File: src/rtl/board_controller.sv
// Connect-4 game-state engine: board occupancy, column heights, cursor, player
// turn and falling-piece animation, composed into the LED matrix frame.
module board_controller #(
    parameter int unsigned STEP_CYCLES = 5000000,
    parameter int unsigned NUM_ROWS    = 6,
    parameter int unsigned NUM_COLS    = 7
) (
    input  logic            clock,
    input  logic            reset,
    input  logic            btn_left,
    input  logic            btn_right,
    input  logic            btn_drop,
    input  logic            game_over_in,
    output logic [7:0][7:0] green_grid,
    output logic [7:0][7:0] blue_grid,
    output logic            current_player,
    output logic            busy,
    output logic            drop_done,
    output logic            drop_reject,
    output logic            board_full
);

    localparam int unsigned CNT_W = $clog2(STEP_CYCLES) + 1;
    localparam int unsigned CELLS = NUM_ROWS * NUM_COLS;

    typedef enum logic [2:0] {IDLE, FALL, LAND, FULL, DONE} state_t;

    state_t           state_q, state_d;
    logic [7:0][7:0]  occ_g_q, occ_g_d, occ_b_q, occ_b_d;
    logic [7:0][2:0]  height_q, height_d;
    logic [2:0]       cursor_q, cursor_d, col_q, col_d, row_q, row_d;
    logic             player_q, player_d;
    logic [5:0]       pieces_q, pieces_d;
    logic [CNT_W-1:0] cnt_q, cnt_d;
    logic [7:0][7:0]  green_d, blue_d;
    logic             reject_d;

    // State and output registers; outputs reflect the post-edge game state.
    always_ff @(posedge clock) begin
        if (reset) begin
            state_q        <= IDLE;
            occ_g_q        <= '0;
            occ_b_q        <= '0;
            height_q       <= '0;
            cursor_q       <= '0;
            col_q          <= '0;
            row_q          <= '0;
            player_q       <= 1'b0;
            pieces_q       <= '0;
            cnt_q          <= '0;
            green_grid     <= 64'h0100_0000_0000_0000;
            blue_grid      <= '0;
            current_player <= 1'b0;
            busy           <= 1'b0;
            drop_done      <= 1'b0;
            drop_reject    <= 1'b0;
            board_full     <= 1'b0;
        end else begin
            state_q        <= state_d;
            occ_g_q        <= occ_g_d;
            occ_b_q        <= occ_b_d;
            height_q       <= height_d;
            cursor_q       <= cursor_d;
            col_q          <= col_d;
            row_q          <= row_d;
            player_q       <= player_d;
            pieces_q       <= pieces_d;
            cnt_q          <= cnt_d;
            green_grid     <= green_d;
            blue_grid      <= blue_d;
            current_player <= player_d;
            busy           <= (state_d == FALL);
            drop_done      <= (state_q == LAND);
            drop_reject    <= reject_d;
            board_full     <= (state_d == FULL);
        end
    end

    // Next-state logic for the game engine.
    always_comb begin
        state_d  = state_q;
        occ_g_d  = occ_g_q;
        occ_b_d  = occ_b_q;
        height_d = height_q;
        cursor_d = cursor_q;
        col_d    = col_q;
        row_d    = row_q;
        player_d = player_q;
        pieces_d = pieces_q;
        cnt_d    = cnt_q;
        reject_d = 1'b0;
        case (state_q)
            IDLE: begin
                if (game_over_in) begin
                    state_d = DONE;
                end else if (btn_drop) begin
                    if (height_q[cursor_q] < 3'(NUM_ROWS)) begin
                        col_d   = cursor_q;
                        row_d   = 3'(NUM_ROWS);
                        cnt_d   = '0;
                        state_d = FALL;
                    end else begin
                        reject_d = 1'b1;
                    end
                end else if (btn_left && !btn_right && cursor_q != 3'd0) begin
                    cursor_d = cursor_q - 3'd1;
                end else if (btn_right && !btn_left && cursor_q != 3'(NUM_COLS - 1)) begin
                    cursor_d = cursor_q + 3'd1;
                end
            end
            FALL: begin
                if (cnt_q == CNT_W'(STEP_CYCLES - 1)) begin
                    cnt_d = '0;
                    if (row_q == height_q[col_q]) begin
                        state_d = LAND;
                    end else begin
                        row_d = row_q - 3'd1;
                    end
                end else begin
                    cnt_d = cnt_q + CNT_W'(1);
                end
            end
            LAND: begin
                if (player_q) begin
                    occ_b_d[height_q[col_q]][col_q] = 1'b1;
                end else begin
                    occ_g_d[height_q[col_q]][col_q] = 1'b1;
                end
                height_d[col_q] = height_q[col_q] + 3'd1;
                pieces_d        = pieces_q + 6'd1;
                player_d        = ~player_q;
                state_d         = (pieces_d == 6'(CELLS)) ? FULL : IDLE;
            end
            FULL: state_d = FULL;
            DONE: state_d = DONE;
            default: state_d = IDLE;
        endcase
    end

    // Frame: occupancy, plus the falling piece (kept visible through LAND) or the cursor.
    always_comb begin
        green_d = occ_g_d;
        blue_d  = occ_b_d;
        if (state_d == FALL || state_d == LAND) begin
            if (player_d) begin
                blue_d[row_d][col_d] = 1'b1;
            end else begin
                green_d[row_d][col_d] = 1'b1;
            end
        end
        if (state_d == IDLE) begin
            if (player_d) begin
                blue_d[7][cursor_d] = 1'b1;
            end else begin
                green_d[7][cursor_d] = 1'b1;
            end
        end
    end

endmodule

File: config.mk
export PLATFORM = sky130hd
export DESIGN_NAME = board_controller
export DESIGN_NICKNAME = d
export VERILOG_FILES = /design/src/rtl/board_controller.sv
export SDC_FILE = /design/constraint.sdc
export NUM_CORES = 1
export LEC_CHECK = 0
export CAP_MARGIN = 25
export CORE_MARGIN = 8
export CORE_UTILIZATION = 50
export DETAILED_ROUTE_END_ITERATION = 10
export PLACE_DENSITY_LB_ADDON = 0.2
export SYNTH_ARGS = -nofsm -noshare
export SYNTH_HDL_FRONTEND = slang
export SYNTH_SLANG_ARGS = --single-unit
File: constraint.sdc
create_clock -name clock -period 4.1 [get_ports clock]
set_clock_uncertainty 0.15 [all_clocks]
set_input_delay 0.82 -clock clock [delete_from_list [all_inputs] [get_ports clock]]
set_output_delay 0.82 -clock clock [all_outputs]
set_load 0.02 [all_outputs]
==> flow_metrics.tcl <==
set metrics [dict create \
    grt_usage_pct 23.6 \
    synth.ff_latch_count 327 \
    p_per_area_nw_per_um2 436 \
    drive_above_1_share_pct 13.3 \
    final_cell_mix "dfxtp_1 (327), nor2_1 (231), a21oi_1 (151)" \
    clkSinkCount 327 \
    die_x_um 171 \
    io_buffers 138 \
    synthArstFlopShare_pct 0 \
    initial_utilization_pct 51.1 \
    min_from "height_q[15]" \
    min_path_type "reg2reg" \
    ant_nets 0 \
    power_w 0.00652 \
    grt_pass1_wl_mm 54.8 \
    vias_per_cell 5.77 \
    drt-wirelength-per-cell_um 20.5 \
    synth_area_um2 12000 \
    gp_congestion 0.929 \
    syn_inst 1250 \
    numCtsBuffers 31 \
    pwr-share-comb_pct 4.3 \
    finalSetupViolCount 0 \
    post_cts_buffers 0 \
    cts_root_buf "clkbuf_16" \
    critical_path_class "reg2reg" \
    boundaryPins 139 \
    worstSetupStartpoint "col_q[0]" \
    htree_num_levels 1 \
    ir_worst_vdd_mv 0.359 \
    p_sw_share_pct 22.4 \
    pwr-share-seq_pct 49.0 \
    critical_path_required_ns 4.46 \
    die_y_um 171 \
    finalHoldViolCount 0 \
    syn2layout_area_growth_pct 24.5 \
    leakage_nw 6.13 \
    yosys_most_used_dff "dfxtp_1" \
    maxCapViolCount 0 \
    fin_tns_setup_ns 0 \
    timing.fmax_ghz 0.286 \
    tritoncts "done" \
    slew_viol_final 0 \
    avgSynthCellArea_um2 9.62 \
    core.rowCount 56 \
    worst_pin_slew_ns 1.08 \
    design.core.area_um2 23500 \
    grt_setup_unrepaired "false" \
    hpwlAfterDp_mm 23.3 \
    drc 0 \
    synth_cell_types 75 \
    slew_headroom_pct 27.7 \
    crit_fanout 25 \
    path_clk_slew_ns 0.07 \
    grt_overflow 0 \
    die_area_um2 29300 \
    postCtsHoldBufs 0 \
    clock_latency_ns 0.58 \
    clock_path_buffers 3 \
    final_common_cell "dfxtp_1" \
    p_switching_w 0.00146 \
    synth_fp_nets 1265 \
    finalCriticalPeriod_ns 3.49 \
    diodes 0 \
    cp.arrival_ns 3.85 \
    ys_seq_area_share_pct 54.5 \
    routed_wirelength_mm 35.6 \
    grt_max_degree 66 \
    grt_pass1_vias 9726 \
    drtIter0Drc 1211 \
    cts_resized 0 \
    drtPass1Iterations 5 \
    grt_antenna_before_repair 1 \
    crit_path_start_kind "flop" \
    yosysWarnings 0 \
    post-route-period-util_pct 85.2 \
    synth_edf_count 0 \
    p_clk_share_pct 46.7 \
    p_int_w 0.00507 \
    vias 10027 \
    cp-end-kind "flop" \
    whs_ns 0.336 \
    nets 1411 \
    outcome "finished clean" \
    r2r-start "col_q[0]" \
]
==> per-stage QoR <==
| stage | cells | util, % | cell area (um^2) | setup slack (ns) |
|---|---|---|---|---|
| floorplan | 1250 | - | 12000 | 1.14 |
| global placement | 1680 | 58.8 | 13900 | 0.502 |
| detailed placement | 1681 | 58.9 | 13900 | 0.451 |
| CTS | 1738 | 63.5 | 15000 | 0.665 |
| global route | 1739 | 63.6 | 15000 | 0.459 |
| finish | 1739 | 63.6 | 15000 | 0.607 |
==> sequential cells by signal, summed over array words and instances, names as in the netlist <==
signal and cells:
busy 1, board_full 1, player_q 1, drop_done 1, occ_b_q 64, occ_g_q 64, height_q 24, blue_grid 64
row_q 3, pieces_q 6, drop_reject 1, state_q 3, green_grid 64, col_q 3, cnt_q 24, cursor_q 3
==> kinds of logic after synthesis <==
| group | count (synthesis) | synth area share (%) |
|---|---|---|
| buffers and inverters | 84 | 3.02 |
| muxes | 32 | 3.15 |
| DFF | 327 | 54.5 |
| adders and majority gates | 9 | 0.937 |
| AOI/OAI and AO/OA | 345 | 19.7 |
| and+or+nand+nor | 420 | 16.4 |
| xor gates and xnor gates | 33 | 2.40 |
==> synth_stat cells, drive strengths merged (14+ instances only) <==
master | number | area share (%)
nand3 | 16 | 0.67
a21o | 65 | 4.1
nor2 | 232 | 7.3
a21oi | 151 | 6.3
dfxtp | 327 | 54
nand2 | 58 | 1.8
o21ai | 16 | 0.67
mux2i | 21 | 1.7
buf | 24 | 1.1
clkbuf | 49 | 1.5
xor2 | 14 | 1.0
xnor2 | 19 | 1.4
nor3 | 27 | 1.1
a31o | 48 | 3.5
==> power groups by stage <==
stage,combinational (W),sequential [W],clock (W)
4_1_cts,0.000273,0.00320,0.00308
2_1_floorplan,0.000176,0.00326,0
3_5_place_dp,0.000272,0.00327,0
6_report,0.000281,0.00320,0.00305
3_3_place_gp,0.000271,0.00327,0
5_1_grt,0.000295,0.00320,0.00323
==> final timing paths <==
path                                  endpoint  slack (ns)  cells after the start
worst min register to register    height_q[15]        0.34                      2
worst min-delay path              height_q[15]        0.34                      2
worst max-delay path            green_grid[16]        0.61                      9
worst max register to register  green_grid[16]        0.61                      9
==> critical path: stages (launching register included) <==
cell,delay (ns)
dfxtp_1,0.46
buf_4,0.32
mux2_2,0.38
o22ai_1,0.17
buf_4,0.17
nor3_1,0.07
o41ai_2,0.30
o311ai_4,0.23
nor2_2,0.86
a31o_2,0.29
==> metal layers <==
layer | global-route usage (%) | part of all wire, % | up-vias
li1 | - | - | 4715
met1 | 31.3 | 43 | 4766
met2 | 37.6 | 45 | 483
met3 | 5.05 | 9.5 | 63
met4 | 7.83 | 2.8 | 0
met5 | 0 | 0 | -
==> cell type report <==
cell class | instances | area (um^2)
Clock buffer | 39 | 856
Tap cell | 319 | 399
Sequential cell | 327 | 6550
Multi-Input combinational cell | 839 | 5130
Inverter | 11 | 41.3
Fill cell | 1974 | 8580
Timing Repair Buffer | 186 | 1750
Clock inverter | 18 | 239
Note: power is estimated with default switching activity, not from simulation.
